==> config.mk <==
export PLATFORM = sky130hd
export DESIGN_NAME = wb_arb2
export DESIGN_NICKNAME = d
export VERILOG_FILES = /design/src/rtl/wb_arb2.sv
export SDC_FILE = /design/constraint.sdc
export NUM_CORES = 1
export LEC_CHECK = 0
export ABC_AREA = 1
export ABC_CLOCK_PERIOD_IN_PS = 2900
export BUFFER_PORTS_ARGS = -buffer_cell sky130_fd_sc_hd__buf_2
export CAP_MARGIN = 20
export CORE_AREA = 2 2 108 110
export DETAILED_ROUTE_END_ITERATION = 8
export DIE_AREA = 0 0 110 112
export GPL_TIMING_DRIVEN = 0
export PLACE_DENSITY = 0.52
export SETUP_SLACK_MARGIN = 0.2
export SLEW_MARGIN = 20
export SYNTH_ARGS = -nofsm -noshare
export SYNTH_HDL_FRONTEND = slang
export SYNTH_SLANG_ARGS = --single-unit
==> constraint.sdc <==
create_clock -name clk_i -period 2.9 [get_ports clk_i]
set_clock_uncertainty 0.15 [all_clocks]
set_input_delay 0.435 -clock clk_i [delete_from_list [all_inputs] [get_ports clk_i]]
set_output_delay 0.435 -clock clk_i [all_outputs]
set_load 0.02 [all_outputs]
==> src/rtl/wb_arb2.sv <==
// rtl/wb_arb2.sv - two-master round-robin Wishbone arbiter with grant watchdog
// Instruction and data masters share one slave port; a stalled grant is ended by a timeout ack.
module wb_arb2 #(
  parameter int unsigned TIMEOUT = 255
) (
  input  logic        clk_i,
  input  logic        rst_i,
  input  logic        imem_stb_i,
  input  logic [31:0] imem_adr_i,
  output logic [31:0] imem_dat_o,
  output logic        imem_ack_o,
  input  logic        dmem_stb_i,
  input  logic        dmem_we_i,
  input  logic [3:0]  dmem_be_i,
  input  logic [31:0] dmem_adr_i,
  input  logic [31:0] dmem_dat_i,
  output logic [31:0] dmem_dat_o,
  output logic        dmem_ack_o,
  output logic        s_cyc_o,
  output logic        s_stb_o,
  output logic        s_we_o,
  output logic [3:0]  s_be_o,
  output logic [31:0] s_adr_o,
  output logic [31:0] s_dat_o,
  input  logic [31:0] s_dat_i,
  input  logic        s_ack_i,
  output logic        tmo_o
);

  typedef enum logic [1:0] {
    IDLE  = 2'd0,
    GNT_I = 2'd1,
    GNT_D = 2'd2
  } state_e;

  localparam logic [31:0] TMO_LIMIT = 32'(TIMEOUT);

  state_e     state_q, state_d;
  logic       last_d_q, last_d_d;
  logic [7:0] cnt_q, cnt_d;

  logic gnt_i, gnt_d, cur_stb, expire, ack_ev, tmo_ev;

  always_comb begin
    gnt_i   = (state_q == GNT_I);
    gnt_d   = (state_q == GNT_D);
    cur_stb = (gnt_i & imem_stb_i) | (gnt_d & dmem_stb_i);
    expire  = (TMO_LIMIT != 32'd0) && (32'(cnt_q) == TMO_LIMIT);
    // a real slave ack in the expiry cycle takes precedence over the watchdog
    ack_ev  = cur_stb & s_ack_i;
    tmo_ev  = cur_stb & ~s_ack_i & expire;
  end

  always_comb begin
    state_d  = state_q;
    last_d_d = last_d_q;
    cnt_d    = cnt_q;
    case (state_q)
      IDLE: begin
        cnt_d = 8'd0;
        if (imem_stb_i && (!dmem_stb_i || last_d_q)) begin
          state_d  = GNT_I;
          last_d_d = 1'b0;
        end else if (dmem_stb_i) begin
          state_d  = GNT_D;
          last_d_d = 1'b1;
        end
      end
      GNT_I, GNT_D: begin
        if (!cur_stb || ack_ev || tmo_ev) begin
          state_d = IDLE;
        end
        if (!s_ack_i && (cnt_q != 8'hFF)) begin
          cnt_d = cnt_q + 8'd1;
        end
      end
      default: state_d = IDLE;
    endcase
  end

  always_ff @(posedge clk_i) begin
    if (rst_i) begin
      state_q  <= IDLE;
      last_d_q <= 1'b1;
      cnt_q    <= 8'd0;
    end else begin
      state_q  <= state_d;
      last_d_q <= last_d_d;
      cnt_q    <= cnt_d;
    end
  end

  // every output is held low while reset is asserted, even mid-grant
  always_comb begin
    s_cyc_o    = cur_stb & ~rst_i;
    s_stb_o    = cur_stb & ~rst_i;
    s_we_o     = gnt_d & dmem_we_i & ~rst_i;
    s_be_o     = (gnt_d && !rst_i) ? dmem_be_i : 4'd0;
    s_dat_o    = (gnt_d && !rst_i) ? dmem_dat_i : 32'd0;
    s_adr_o    = 32'd0;
    if (!rst_i) begin
      if (gnt_i) begin
        s_adr_o = imem_adr_i;
      end else if (gnt_d) begin
        s_adr_o = dmem_adr_i;
      end
    end
    imem_ack_o = gnt_i & (ack_ev | tmo_ev) & ~rst_i;
    dmem_ack_o = gnt_d & (ack_ev | tmo_ev) & ~rst_i;
    imem_dat_o = (tmo_ev || rst_i) ? 32'd0 : s_dat_i;
    dmem_dat_o = (tmo_ev || rst_i) ? 32'd0 : s_dat_i;
    tmo_o      = tmo_ev & ~rst_i;
  end

endmodule

==> summary.md, run 1 <==
| Metric | Value |
|---|---|
| Status | `completed` |
| Crit Path Max Fanout | `10` |
| R2r setup slk | `roughly 1.2 ns` |
| Synth cell count leaders | `inv_1, nor2_1, nand2_1, nand3_1, o21ai_0` |
| Total global-route track usage | `0.1490` |
| Port-buffer cells | `275` |
| Average size of a mapped cell | `about 5.2 um^2` |
| # DRC | `0` |
| Share of layout cells above drive strength 1 | `0.5045` |
| Syn Nets | `534` |
| Vias in the first global route | `approximately 3100` |
| CTS root buf | `clkbuf_16` |
| Wirelength, routed | `9.923 mm` |
| Max Cap Viol | `0` |
| YS warnings | `0` |
| Count leader, synth | `inv_1` |
| Reg clk slew, reported paths | `about 0.04 ns` |
| Most Frequent Cell on Critical Path | `buf_4` |
| Reg2reg start | `state_q[0]$_SDFFE_PP0P_` |
| Reg2Reg Depth | `6` |
| I/O pins | `276` |
| Core area | `11170 um^2` |
| Yosys reg bits | `11` |
| CTS Hold Bufs | `0` |
| Die area | `12320 um^2` |
| Crit path buf inv count | `5` |
| Net Sw Power | `about 0.4 mW` |
| Rel. slew slack | `0.6773` |
| Int Pwr | `0.5601 mW` |
| Die width | `110 um` |
| Leakage power | `2.486 nW` |
| Crit path max-delay family | `buffers and inverters` |
| CP endpoint kind | `output port` |
| Max VDD drop | `0.0002712 V` |
| Hold WS | `0.3316 ns` |
| Seq pwr share | `0.168` |
| Worst Hold Depth | `2` |
| # rows | `39` |
| Unique masters post-synth | `25` |
| Max clock buf depth | `2` |
| Remaining antenna violation count | `0` |
| Crit-path cells | `inv_1 > ha_1 > buf_4 > nand2_2 > a21oi_2 > nand3_2 > nand2_4 > buf_6 > nor2_1 > buf_4 > buf_2` |
| Switching fraction of total power | `0.4218` |
| Period utilization | `0.8801` |
| Crit path time final | `2.552 ns` |
| Fmax | `between 300 and 400 MHz` |
| Worst-Margin Slew | `0.4840 ns` |
| Drt initial violations | `146` |
| Data arrival time of the worst path | `1.97 ns` |
| Initial Util | `0.1831` |
| Crit path kind | `flop to output port` |
| Synth area leader | `inv_1` |
| Prevailing post-synth register cell | `dfxtp_1` |
| Gate Count Post-Synth | `392` |
| HPWL after DPL | `8.561 mm` |
| Gate power share | `0.569` |
| Slowest stage cell, crit path | `dfxtp_1` |
| Overflow after GRT | `0` |
| Hold Fails Final Rpt | `0` |
| Asr flop ratio synth | `0` |
| Largest net degree at the start of global routing | `11` |
| Hold path startpoint | `last_d_q$_SDFFE_PP1P_` |
| Hold Path End | `last_d_q$_SDFFE_PP1P_` |
| Clk sinks | `11` |
| Reg2reg end | `cnt_q[0]$_SDFFE_PP0P_` |
| Nets | `slightly above 800` |
| Synthesized area | `between 2000 and 2500 um^2` |
| Crit path depth | `11` |
| CP max stage delay | `around 0.32 ns` |
| Setup_tns | `0 ns` |
| WP data required | `2.32 ns` |
| PwrDens | `262.0 nW/um^2` |
| Drt wl/cell | `12.18 um` |
| First-pass GRT wire length | `14.95 mm` |
| Initial antenna violation count | `1` |
| RSZ-0062 raised after global routing | `yes` |
| DR vias/cell | `4.096` |
| Skew-Pair Late Insertion Delay | `0.24 ns` |
| Via count | `3338` |
| Slew Limit Fails | `0` |
| CTS Buf Count | `3` |
| Routability cong. | `0.9115` |
| Synth area leaders | `inv_1, nor2_1, buf_4` |
| Top cell type's share of synthesized area | `0.1468` |
| Fill cell count | `~1300` |
| CTS tree | `yes` |
| Pre-Repair DR Iteration Count | `4` |
| Post-synth EDFFs | `0` |
| Seq/Total Area, Yosys | `0.1076` |
| Final setup vio count | `0` |
| # diodes | `0` |
| Die Y | `between 100 and 150 um` |
| H-Tree Depth | `1` |
| Area Growth Syn to Fin | `80.73%` |
| Worst Hold Class | `flop to flop` |
| Startpoint Class | `flop` |
| Clk pwr share | `0.263` |
-- layout make-up --
cell class                 count  area [um^2]  area share
buffer                        54        362.8     0.09814
multi-input combinational    246         1169      0.3161
tap                          143        178.9     0.04839
sequential                    11        220.2     0.05956
inverter                      81        304.0     0.08223
clock buffer                   4        78.83     0.02132
timing repair buffer         276         1384      0.3743
-- power by group through the flow --
stage	clock [mW]	sequential [mW]	combinational, mW
finish	0.255	0.163	0.551
global route	0.269	0.164	0.609
CTS	0.263	0.163	0.551
detailed placement	0	0.166	0.549
global placement	0	0.165	0.545
floorplan	0	0.164	0.323
-- logic make-up after synthesis --
| family | count (synthesis) | share of synthesized area |
|---|---|---|
| compound gates | 53 | 0.1339 |
| buf+inv | 135 | 0.3248 |
| flops | 11 | 0.1076 |
| simple gates | 189 | 0.4092 |
| fa+ha+maj | 4 | 0.02447 |
-- tightest hold or removal path, stage by stage, from the launching register on --
cell	delay, ns
dfxtp_1	0.32
a21oi_1	0.06
o21ai_0	0.06
-- layer usage --
metal	routed length [um]	GRT usage
met3	715	0.01991
met5	7	0
met2	5060	0.2748
met1	3979	0.1769
met4	160	0.03882
-- per-stage QoR --
step / worst slack [ns] / cells / power [mW] / instance area, um^2 / util
2_1_floorplan: 0.6328 / 392 / 0.4876 / 2046 / -
3_3_place_gp: 0.4687 / 810 / 0.7103 / 3601 / 0.3222
3_5_place_dp: 0.4650 / 810 / 0.7144 / 3601 / 0.3222
4_1_cts: 0.2101 / 814 / 0.9767 / 3680 / 0.3293
5_1_grt: 0.1925 / 815 / 1.043 / 3697 / 0.3309
6_report: 0.3477 / 815 / 0.9686 / 3697 / 0.3309
-- sequential cells by signal (all words and copies together), names as in the netlist --
signal and cells:
last_d_q 1, cnt_q 8, state_q 2
-- how the worst max path moves through the flow --
stage / to / start / slack, ns
global placement: s_adr_o[27] / rst_i / 0.47
CTS: imem_dat_o[9] / state_q[1]$_SDFFE_PP0P_ / 0.21
finish: imem_dat_o[23] / state_q[1]$_SDFFE_PP0P_ / 0.35
detailed placement: s_adr_o[27] / rst_i / 0.47
global route: imem_dat_o[9] / state_q[1]$_SDFFE_PP0P_ / 0.19
floorplan: imem_dat_o[10] / state_q[1]$_SDFFE_PP0P_ / 0.63
-- placed cells by master (no fill, tap or decap) --
| cell | instances |
|---|---|
| clkbuf_16 | 3 |
| buf_6 | 3 |
| nand3_1 | 46 |
| nand4_1 | 2 |
| buf_4 | 35 |
| nand2_1 | 52 |
| buf_2 | 283 |
| nor2_4 | 2 |
| nand3_2 | 2 |
| inv_2 | 1 |
| a21oi_1 | 12 |
| nand2_4 | 2 |
| ha_1 | 4 |
| o21bai_1 | 1 |
| nor2_1 | 75 |
| clkbuf_1 | 10 |
| dfxtp_1 | 11 |
| nor3_1 | 1 |
| nand3_4 | 1 |
| o21ai_0 | 35 |
| inv_1 | 80 |
| a21boi_0 | 1 |
| nand2_2 | 3 |
| o21ai_1 | 3 |
| nor2_2 | 3 |
| a21oi_2 | 1 |
-- repair_timing --
item	in CTS	in global routing
setup buffers	0	1
resized for setup	0	7
endpoints found under the setup margin	0	33
(Power assumes the default switching activity.)
==> run 2: changes to the inputs <==
RECOVER_POWER = 25   (was not set)
==> summary.md, run 2 (synthesized netlist as in run 1, its figures left out) <==
| Metric | Value |
|---|---|
| Most common cell after layout, fill and taps aside | `buf_2` |
| Leakage power | `2.383 nW` |
| Largest regs | `cnt_q: 8 flops, state_q: 2 flops, last_d_q: 1 flops` |
| Wirelength, routed | `9.926 mm` |
| HPWL after DPL | `8.561 mm` |
| Die width | `110 um` |
| CP endpoint kind | `output port` |
| Status | `completed` |
| Reg with most FFs | `cnt_q` |
| CTS Hold Bufs | `0` |
| Reg clk slew, reported paths | `0.04 ns` |
| Max VDD drop | `0.0002713 V` |
| Crit path max-delay family | `buffers and inverters` |
| Max Cap Viol | `0` |
| CTS root buf | `clkbuf_16` |
| Crit path kind | `flop to output port` |
| Met2 Resource Use GR | `0.2748` |
| Share of layout cells above drive strength 1 | `0.4628` |
| CP max stage delay | `0.32 ns` |
| # DRC | `0` |
| Nets | `815` |
| Gr busiest metal | `met2` |
| Most Frequent Cell on Critical Path | `buf_4` |
| Area Growth Syn to Fin | `78.84%` |
| Clk sinks | `11` |
| Fmax | `~380 MHz` |
| Startpoint Class | `flop` |
| Total global-route track usage | `0.1490` |
| Layout Cells excl Fill | `roughly 820` |
| CTS tree | `yes` |
| Slowest stage cell, crit path | `dfxtp_1` |
| Vias in the first global route | `3125` |
| Dpl cells | `810` |
| Die area | `roughly 12000 um^2` |
| Drt initial violations | `around 140` |
| Crit Path Max Fanout | `10` |
| Rel. slew slack | `0.6576` |
| # rows | `39` |
| Remaining antenna violation count | `0` |
| First-pass GRT wire length | `~15 mm` |
| Period utilization | `0.9071` |
| I/O pins | `276` |
| RSZ-0062 raised after global routing | `yes` |
| PwrDens | `around 260 nW/um^2` |
| Power consumption | `0.9633 mW` |
| Max clock buf depth | `2` |
| WP data required | `2.32 ns` |
| Port-buffer cells | `275` |
| Final setup vio count | `0` |
| Skew-Pair Late Insertion Delay | `approximately 0.24 ns` |
| Largest net degree at the start of global routing | `11` |
| Setup_tns | `0 ns` |
| # diodes | `0` |
| Worst Hold Class | `input port to flop` |
| Routability cong. | `0.9115` |
| Met1 Use GR | `0.1769` |
| Overflow after GRT | `0` |
| Slew Limit Fails | `0` |
| Via count | `3333` |
| Worst-Margin Slew | `between 0.5 and 0.6 ns` |
| Data arrival time of the worst path | `2.05 ns` |
| Max reg flops | `8` |
| Die Y | `112 um` |
| Crit path buf inv count | `5` |
| Crit-path cells | `inv_1 > ha_1 > buf_4 > nand2_2 > a21oi_1 > nand3_2 > nand2_4 > buf_6 > nor2_1 > buf_4 > buf_2` |
| Core area | `11170 um^2` |
| Commonest non-fill, non-tap cells in the layout | `buf_2, inv_1, nor2_1` |
| CTS Buf Count | `3` |
| DR vias/cell | `~4` |
| Hold Fails Final Rpt | `0` |
| Crit path time final | `2.630 ns` |
| Drt wl/cell | `12.18 um` |
| Pre-Repair DR Iteration Count | `4` |
| Initial antenna violation count | `1` |
| Initial Util | `0.1831` |
| GR Layer Usage met3 | `0.01991` |
| H-Tree Depth | `1` |
[run 2: cell types whose count changed in the layout (fill, tap and decap cells not counted), sizes merged]
cell | previous run | this run
clkbuf | 13 | 39
buf | 321 | 295
[run 2: final cells by class]
type,instances,area (um^2)
Fill cell,1277,7516
Sequential cell,11,220.2
Timing Repair Buffer,276,1355
Inverter,81,304.0
Tap cell,143,178.9
Buffer,54,359.1
Multi-Input combinational cell,246,1162
Clock buffer,4,78.83
[run 2: tightest hold or removal path: cells and delay by family]
family                 cells  cell delay (ns)
buffers and inverters      1             0.14
AOI/OAI and AO/OA          2             0.11
[run 2: repair_timing]
action                                  in CTS  in global routing
endpoints found under the setup margin       0                 33
buffers inserted                             0                  1
gates resized for setup                      0                  7
[run 2: routing by layer]
| layer | wire length, um | share of wire |
|---|---|---|
| met1 | 3994 | 0.40 |
| met2 | 5073 | 0.51 |
| met3 | 691 | 0.070 |
| met4 | 160 | 0.016 |
| met5 | 7 | 0.00071 |
[run 2: worst paths after layout]
check                                from  cells after the start  slack (ns)                    end
setup / recovery  state_q[1]$_SDFFE_PP0P_                     11        0.27         imem_dat_o[23]
hold / removal                      rst_i                      3        0.33  last_d_q$_SDFFE_PP1P_
setup reg to reg  state_q[0]$_SDFFE_PP0P_                      6        1.13  cnt_q[5]$_SDFFE_PP0P_
hold reg to reg     last_d_q$_SDFFE_PP1P_                      2        0.34  last_d_q$_SDFFE_PP1P_
[run 2: stage by stage]
step / area, um^2 / setup WS, ns / util / hold slack, ns
floorplan: 2046 / 0.6328 / - / 0.2869
global route: 3659 / 0.1073 / 0.3274 / 0.3730
finish: 3659 / 0.2695 / 0.3274 / 0.3319
detailed placement: 3601 / 0.4650 / 0.3222 / 0.3218
CTS: 3680 / 0.2101 / 0.3293 / 0.3345
global placement: 3601 / 0.4687 / 0.3222 / 0.3043
[run 2: power breakdown]
group | internal [mW] | leakage, nW | switching, mW | total [mW]
clock | 0.185 | 0.0382 | 0.0698 | 0.255
sequential | 0.158 | 0.0894 | 0.00483 | 0.163
combinational | 0.213 | 2.26 | 0.333 | 0.546
total | 0.556 | 2.38 | 0.407 | 0.963
